**config.mk**
```make
export PLATFORM = sky130hd
export DESIGN_NAME = hilo_unit
export DESIGN_NICKNAME = d
export VERILOG_FILES = /design/src/rtl/hilo_pkg.sv /design/src/rtl/hilo_latency_cnt.sv /design/src/rtl/hilo_unit.sv
export SDC_FILE = /design/constraint.sdc
export NUM_CORES = 1
export LEC_CHECK = 0
export CORE_MARGIN = 2
export CORE_UTILIZATION = 37
export DETAILED_ROUTE_END_ITERATION = 8
export PLACE_DENSITY_LB_ADDON = 0.3
export SETUP_SLACK_MARGIN = 0.3
export SYNTH_ARGS = -nofsm -noshare
export SYNTH_HDL_FRONTEND = slang
export SYNTH_SLANG_ARGS = --single-unit
```
**constraint.sdc**
```tcl
create_clock -name clk -period 2.1 [get_ports clk]
set_input_delay 0.21 -clock clk [delete_from_list [all_inputs] [get_ports clk]]
set_output_delay 0.21 -clock clk [all_outputs]
set_load 0.01 [all_outputs]
```
**src/rtl/hilo_pkg.sv**
```systemverilog
// Shared types and default latencies for the HI/LO result stage.
package hilo_pkg;

  typedef enum logic [1:0] {
    IDLE      = 2'd0,
    DIV_WAIT  = 2'd1,
    MULT_WAIT = 2'd2
  } hilo_state_t;

  localparam int DIV_LATENCY_DEF  = 20;
  localparam int MULT_LATENCY_DEF = 4;

endpackage

```
**src/rtl/hilo_latency_cnt.sv**
```systemverilog
// Cycle counter for the fixed unit latency; saturates at the target and
// reports done while enabled and the target has been reached.
module hilo_latency_cnt #(
  parameter int CNT_W = 5
) (
  input  logic             clk,
  input  logic             rst,
  input  logic             clear,
  input  logic             enable,
  input  logic [CNT_W-1:0] target,
  output logic             done,
  output logic [CNT_W-1:0] cnt
);

  logic [CNT_W-1:0] cnt_q, cnt_d;

  // NOTE: every signal assigned in always_comb gets a default first so no latch is inferred.
  always_comb begin
    cnt_d = cnt_q;
    if (clear) begin
      cnt_d = '0;
    end else if (enable && (cnt_q != target)) begin
      cnt_d = cnt_q + 1'b1;
    end
  end

  // NOTE: sequential state uses non-blocking assignments only.
  always_ff @(posedge clk or posedge rst) begin
    if (rst) begin
      cnt_q <= '0;
    end else begin
      cnt_q <= cnt_d;
    end
  end

  assign done = enable && (cnt_q == target);
  assign cnt  = cnt_q;

endmodule

```
**src/rtl/hilo_unit.sv**
```systemverilog
// HI/LO result stage: starts div/mult, times their latency, captures results,
// and serves MFHI/MFLO/MTHI/MTLO with a stall while a result is pending.
module hilo_unit
  import hilo_pkg::*;
#(
  parameter int DIV_LATENCY  = DIV_LATENCY_DEF,
  parameter int MULT_LATENCY = MULT_LATENCY_DEF,
  parameter int CNT_W        = 5
) (
  input  logic        clk,
  input  logic        hilorst,
  input  logic        start_div,
  input  logic        start_mult,
  input  logic [31:0] div_q,
  input  logic [31:0] div_r,
  input  logic [31:0] mult_hi,
  input  logic [31:0] mult_lo,
  input  logic        mthi,
  input  logic        mtlo,
  input  logic [31:0] wdata,
  input  logic        mfhi,
  input  logic        mflo,
  output logic        divrst,
  output logic [31:0] hi,
  output logic [31:0] lo,
  output logic [31:0] rdata,
  output logic        busy,
  output logic        stall
);

  hilo_state_t      state_q, state_d;
  logic [31:0]      hi_q, hi_d;
  logic [31:0]      lo_q, lo_d;
  logic             div_pulse_q, div_pulse_d;
  logic             cnt_clear;
  logic             cnt_done;
  logic [CNT_W-1:0] cnt_target;
  logic [CNT_W-1:0] cnt_val;

  logic accept_div, accept_mult, mt_wr;

  // Divide wins over multiply when both are requested together.
  assign accept_div  = start_div;
  assign accept_mult = start_mult && !start_div;
  assign mt_wr       = mthi || mtlo;
  assign busy        = (state_q != IDLE);

  assign cnt_target = (state_q == MULT_WAIT) ? CNT_W'(MULT_LATENCY) : CNT_W'(DIV_LATENCY);

  hilo_latency_cnt #(.CNT_W(CNT_W)) u_cnt (
    .clk    (clk),
    .rst    (hilorst),
    .clear  (cnt_clear),
    .enable (busy),
    .target (cnt_target),
    .done   (cnt_done),
    .cnt    (cnt_val)
  );

  always_comb begin
    state_d     = state_q;
    hi_d        = hi_q;
    lo_d        = lo_q;
    cnt_clear   = 1'b0;
    div_pulse_d = accept_div;

    // A capture only lands if nothing in this cycle aborts the op.
    if (cnt_done && !start_div && !start_mult && !mt_wr) begin
      if (state_q == DIV_WAIT) begin
        lo_d = div_q;
        hi_d = div_r;
      end else begin
        hi_d = mult_hi;
        lo_d = mult_lo;
      end
      state_d   = IDLE;
      cnt_clear = 1'b1;
    end

    if (mthi) hi_d = wdata;
    if (mtlo) lo_d = wdata;
    if (mt_wr && busy) begin
      state_d   = IDLE;
      cnt_clear = 1'b1;
    end

    if (accept_div) begin
      state_d   = DIV_WAIT;
      cnt_clear = 1'b1;
    end else if (accept_mult) begin
      state_d   = MULT_WAIT;
      cnt_clear = 1'b1;
    end
  end

  always_ff @(posedge clk or posedge hilorst) begin
    if (hilorst) begin
      state_q     <= IDLE;
      hi_q        <= '0;
      lo_q        <= '0;
      div_pulse_q <= 1'b0;
    end else begin
      state_q     <= state_d;
      hi_q        <= hi_d;
      lo_q        <= lo_d;
      div_pulse_q <= div_pulse_d;
    end
  end

  assign divrst = hilorst || div_pulse_q;
  assign hi     = hi_q;
  assign lo     = lo_q;
  assign rdata  = mfhi ? hi_q : (mflo ? lo_q : 32'd0);
  assign stall  = (mfhi || mflo) && busy;

endmodule

```
==> impl_metrics.csv <==
group,metric,value,unit
worst_setup_path,worst-endpoint-required,2320,ps
logic_synthesis,ys_types,32,
pwr,powerDensity,513,mW/mm^2
grt,grt_usage,0.281,
place,finalWeightedCongestion,0.841,
clock_tree,clk_pin_slew,60,ps
sta,setup_viol,0,
routing,wirelength,23.0,mm
clock_tree,clock_latency,330,ps
cells_and_area,area_delta_synth_final,77.9,%
sta,hold_viol,0,
clock_tree,cts_made_buffers,9,
floorplan,num_io_pins,267,
clock_tree,cts_buffer_depth,2,
routing,firstDrtPassIters,5,
grt,grt_first_pass_wirelength,33.4,mm
grt,grt_antenna_before_repair,1,
floorplan,die_w,124,um
sta,worstMarginPinSlew,729,ps
pwr,irDropWorstVdd,0.000320,V
pwr,total_power,4.83,mW
worst_setup_path,worstPathArrival,2060,ps
sta,slew_violations,0,
logic_synthesis,synth_nets,758,
sta,skew,6.72,ps
place,dp_hpwl,14.7,mm
pwr,p_leak,3.60,nW
logic_synthesis,yosysWarnings,0,
sta,finalWorstSetupSlack,259,ps
worst_setup_path,cp_num_buf_inv,2,
worst_hold_path,hold_path.class,"in -> reg",
worst_setup_path,crit_family,"buffers and inverters",
routing,avgRoutedWirePerCell,22.2,um
grt,grt_pass1_vias,6253,
worst_setup_path,crit_path_max_fanout,36,
worst_setup_path,cp_slowest_stage_delay,450,ps
logic_synthesis,netlist_instances,588,
cells_and_area,finalNetCount,1022,
routing,drcViolationCount,0,
floorplan,die-area,0.0153,mm^2
routing,drtIter0Drc,578,
grt,overflow,0,
routing,num_vias,6316,
sta,rsz0062_at_grt,"true",
run_status,status,"completed",
worst_setup_path,crit_chain,"nor2b_1, buf_4, xnor2_4, buf_12, nor4_2, o31ai_1",
cells_and_area,final-seq-area,0.00180,mm^2
routing,via_per_inst,6.08,
cells_and_area,final_cells,1038,
logic_synthesis,ys_seq_elements,72,
cells_and_area,multi_input_area,0.00350,mm^2
worst_setup_path,start_kind,"flop",
cells_and_area,drive_gt1_frac,0.249,
clock_tree,holdBufCountCts,0,
floorplan,start_util,0.380,
floorplan,coreArea,0.0139,mm^2
sta,max_freq,0.543,GHz
floorplan,core.rowCount,43,
cells_and_area,finish.utilization,0.675,
clock_tree,root_buffer,"clkbuf_16",
grt,grt_max_degree,73,
clock_tree,cts_sinks,72,
worst_setup_path,crit_type,"reg -> reg",
sta,hold_slack,270,ps
logic_synthesis,syn_avg_cell_area,9.00,um^2
floorplan,die_h,124,um
place,dp.cells,993,
cells_and_area,final.fill_count,1002,
clock_tree,cts_htree_levels,3,
worst_setup_path,end_kind,"flop",
routing,detail-route-antenna-nets,0,
worst_setup_path,cpMaxStageDelayCell,"dfrtp_2",
sta,slew_headroom,0.514,
sta,layout_min_cycle_time,1840,ps
logic_synthesis,syn_area,0.00529,mm^2
place,port_buffers,266,
place,dp_slack,-179,ps
sta,fin_crit_sh,0.877,
logic_synthesis,seq_area_frac_synth,0.341,
flow_run,drv_cap,0,
clock_tree,cts_tree,"built",
## layout by cell type (no fill, tap or decap), types with 2 or more instances in the layout
master and n:
clkdlybuf4s50_1 255, nand2_1 111, nor4_1 8, buf_16 4
a22o_1 10, nor2_1 5, clkbuf_1 3, o21ai_0 24
a21oi_1 2, or2_2 2, buf_6 5, nor2_4 2
o211ai_1 2, buf_4 23, bufinv_16 2, nor4_4 20
nor4_2 37, nand3_1 2, nor2b_1 3, dfrtp_1 70
o31ai_1 65, or2_4 4, buf_2 3, dlygate4sd2_1 2
a31oi_1 65, inv_1 5, clkbuf_16 12, dfrtp_2 2
mux2_2 64, bufbuf_16 2, dlymetal6s2s_1 5, buf_12 20
## kinds of logic after synthesis
kind of cell    synth area share
xor+xnor                 0.00331
simple gates               0.223
mux                        0.136
compound gates             0.222
buf+inv                   0.0707
flops                      0.341
fa+ha+maj                0.00473
## layer usage
metal,part of all wire,up-vias,global-route usage
met5,0,-,0
met4,0.034,0,0.127
met3,0.088,64,0.0485
met2,0.50,407,0.480
met1,0.38,3068,0.347
li1,-,2777,-
## cell type report
| type | instances | area share |
|---|---|---|
| diodes | 1 | 0.000266 |
| clock buffers | 13 | 0.0266 |
| clock inverters | 3 | 0.00691 |
| inverters | 6 | 0.00279 |
| multi-input cells | 440 | 0.372 |
| flip-flops and latches | 72 | 0.192 |
| well taps | 180 | 0.0239 |
| repair buffers | 323 | 0.376 |
## stage by stage
step | cell area (um^2) | TNS, ps
after detailed placement | 8330 | -6330
after floorplan | 5330 | 0
final | 9410 | 0
after CTS | 9060 | 0
after global placement | 8330 | -2940
after global routing | 9410 | 0
## where the power goes
group	total [mW]	switching, mW	internal, mW
Sequential	1.62	0.114	1.50
Clock	1.65	0.582	1.07
Combinational	1.55	0.667	0.887
Total	4.83	1.36	3.46
## timing repair
| action | in CTS | in global routing |
|---|---|---|
| cloned | 8 | 5 |
| setup buffers | 10 | 5 |
| endpoints found under the setup margin | 100 | 70 |
| pin swaps | 30 | 4 |
| resized for setup | 27 | 35 |
## final timing paths
path                              start            to  slack, ps  cells past startpoint
max in group asynchronous       hilorst         lo[8]       1400                      3
hold reg to reg            u_cnt.cnt[2]  u_cnt.cnt[2]        600                      1
hold / removal                start_div   div_pulse_q        270                      2
setup / recovery             state_q[1]        lo[30]        260                      6
min in group asynchronous       hilorst    state_q[0]        360                      3
setup reg to reg             state_q[1]        lo[30]        260                      6
## synthesized netlist by cell type
cell,n,area (um^2)
buf_6,5,56.3
or4_4,1,11.3
a31oi_1,65,407
o2111ai_1,1,8.76
buf_2,17,85.1
or2_1,1,6.26
a32o_1,1,10.0
buf_4,5,37.5
nand3_1,2,10.0
mux2_2,64,721
a22o_1,10,87.6
o41ai_1,1,8.76
dfrtp_1,72,1800
xnor2_1,1,8.76
a41o_1,1,10.0
nor2_1,8,30.0
nor4_2,40,500
inv_1,6,22.5
or2_2,2,12.5
a311oi_1,1,8.76
nand2_1,112,420
clkbuf_1,43,161
buf_1,3,11.3
o211ai_1,2,15.0
xor2_1,1,8.76
a21oi_1,2,10.0
o21ai_0,24,120
o31ai_1,65,488
nor3_1,1,5.00
nor2b_1,4,25.0
ha_1,2,25.0
nor4_1,25,156
## flip-flops by register name, indices dropped and copies added (netlist names)
signal	flops
lo	32
state_q	2
div_pulse_q	1
hi	32
u_cnt.cnt	5
Note: power is estimated with default switching activity, not from simulation.
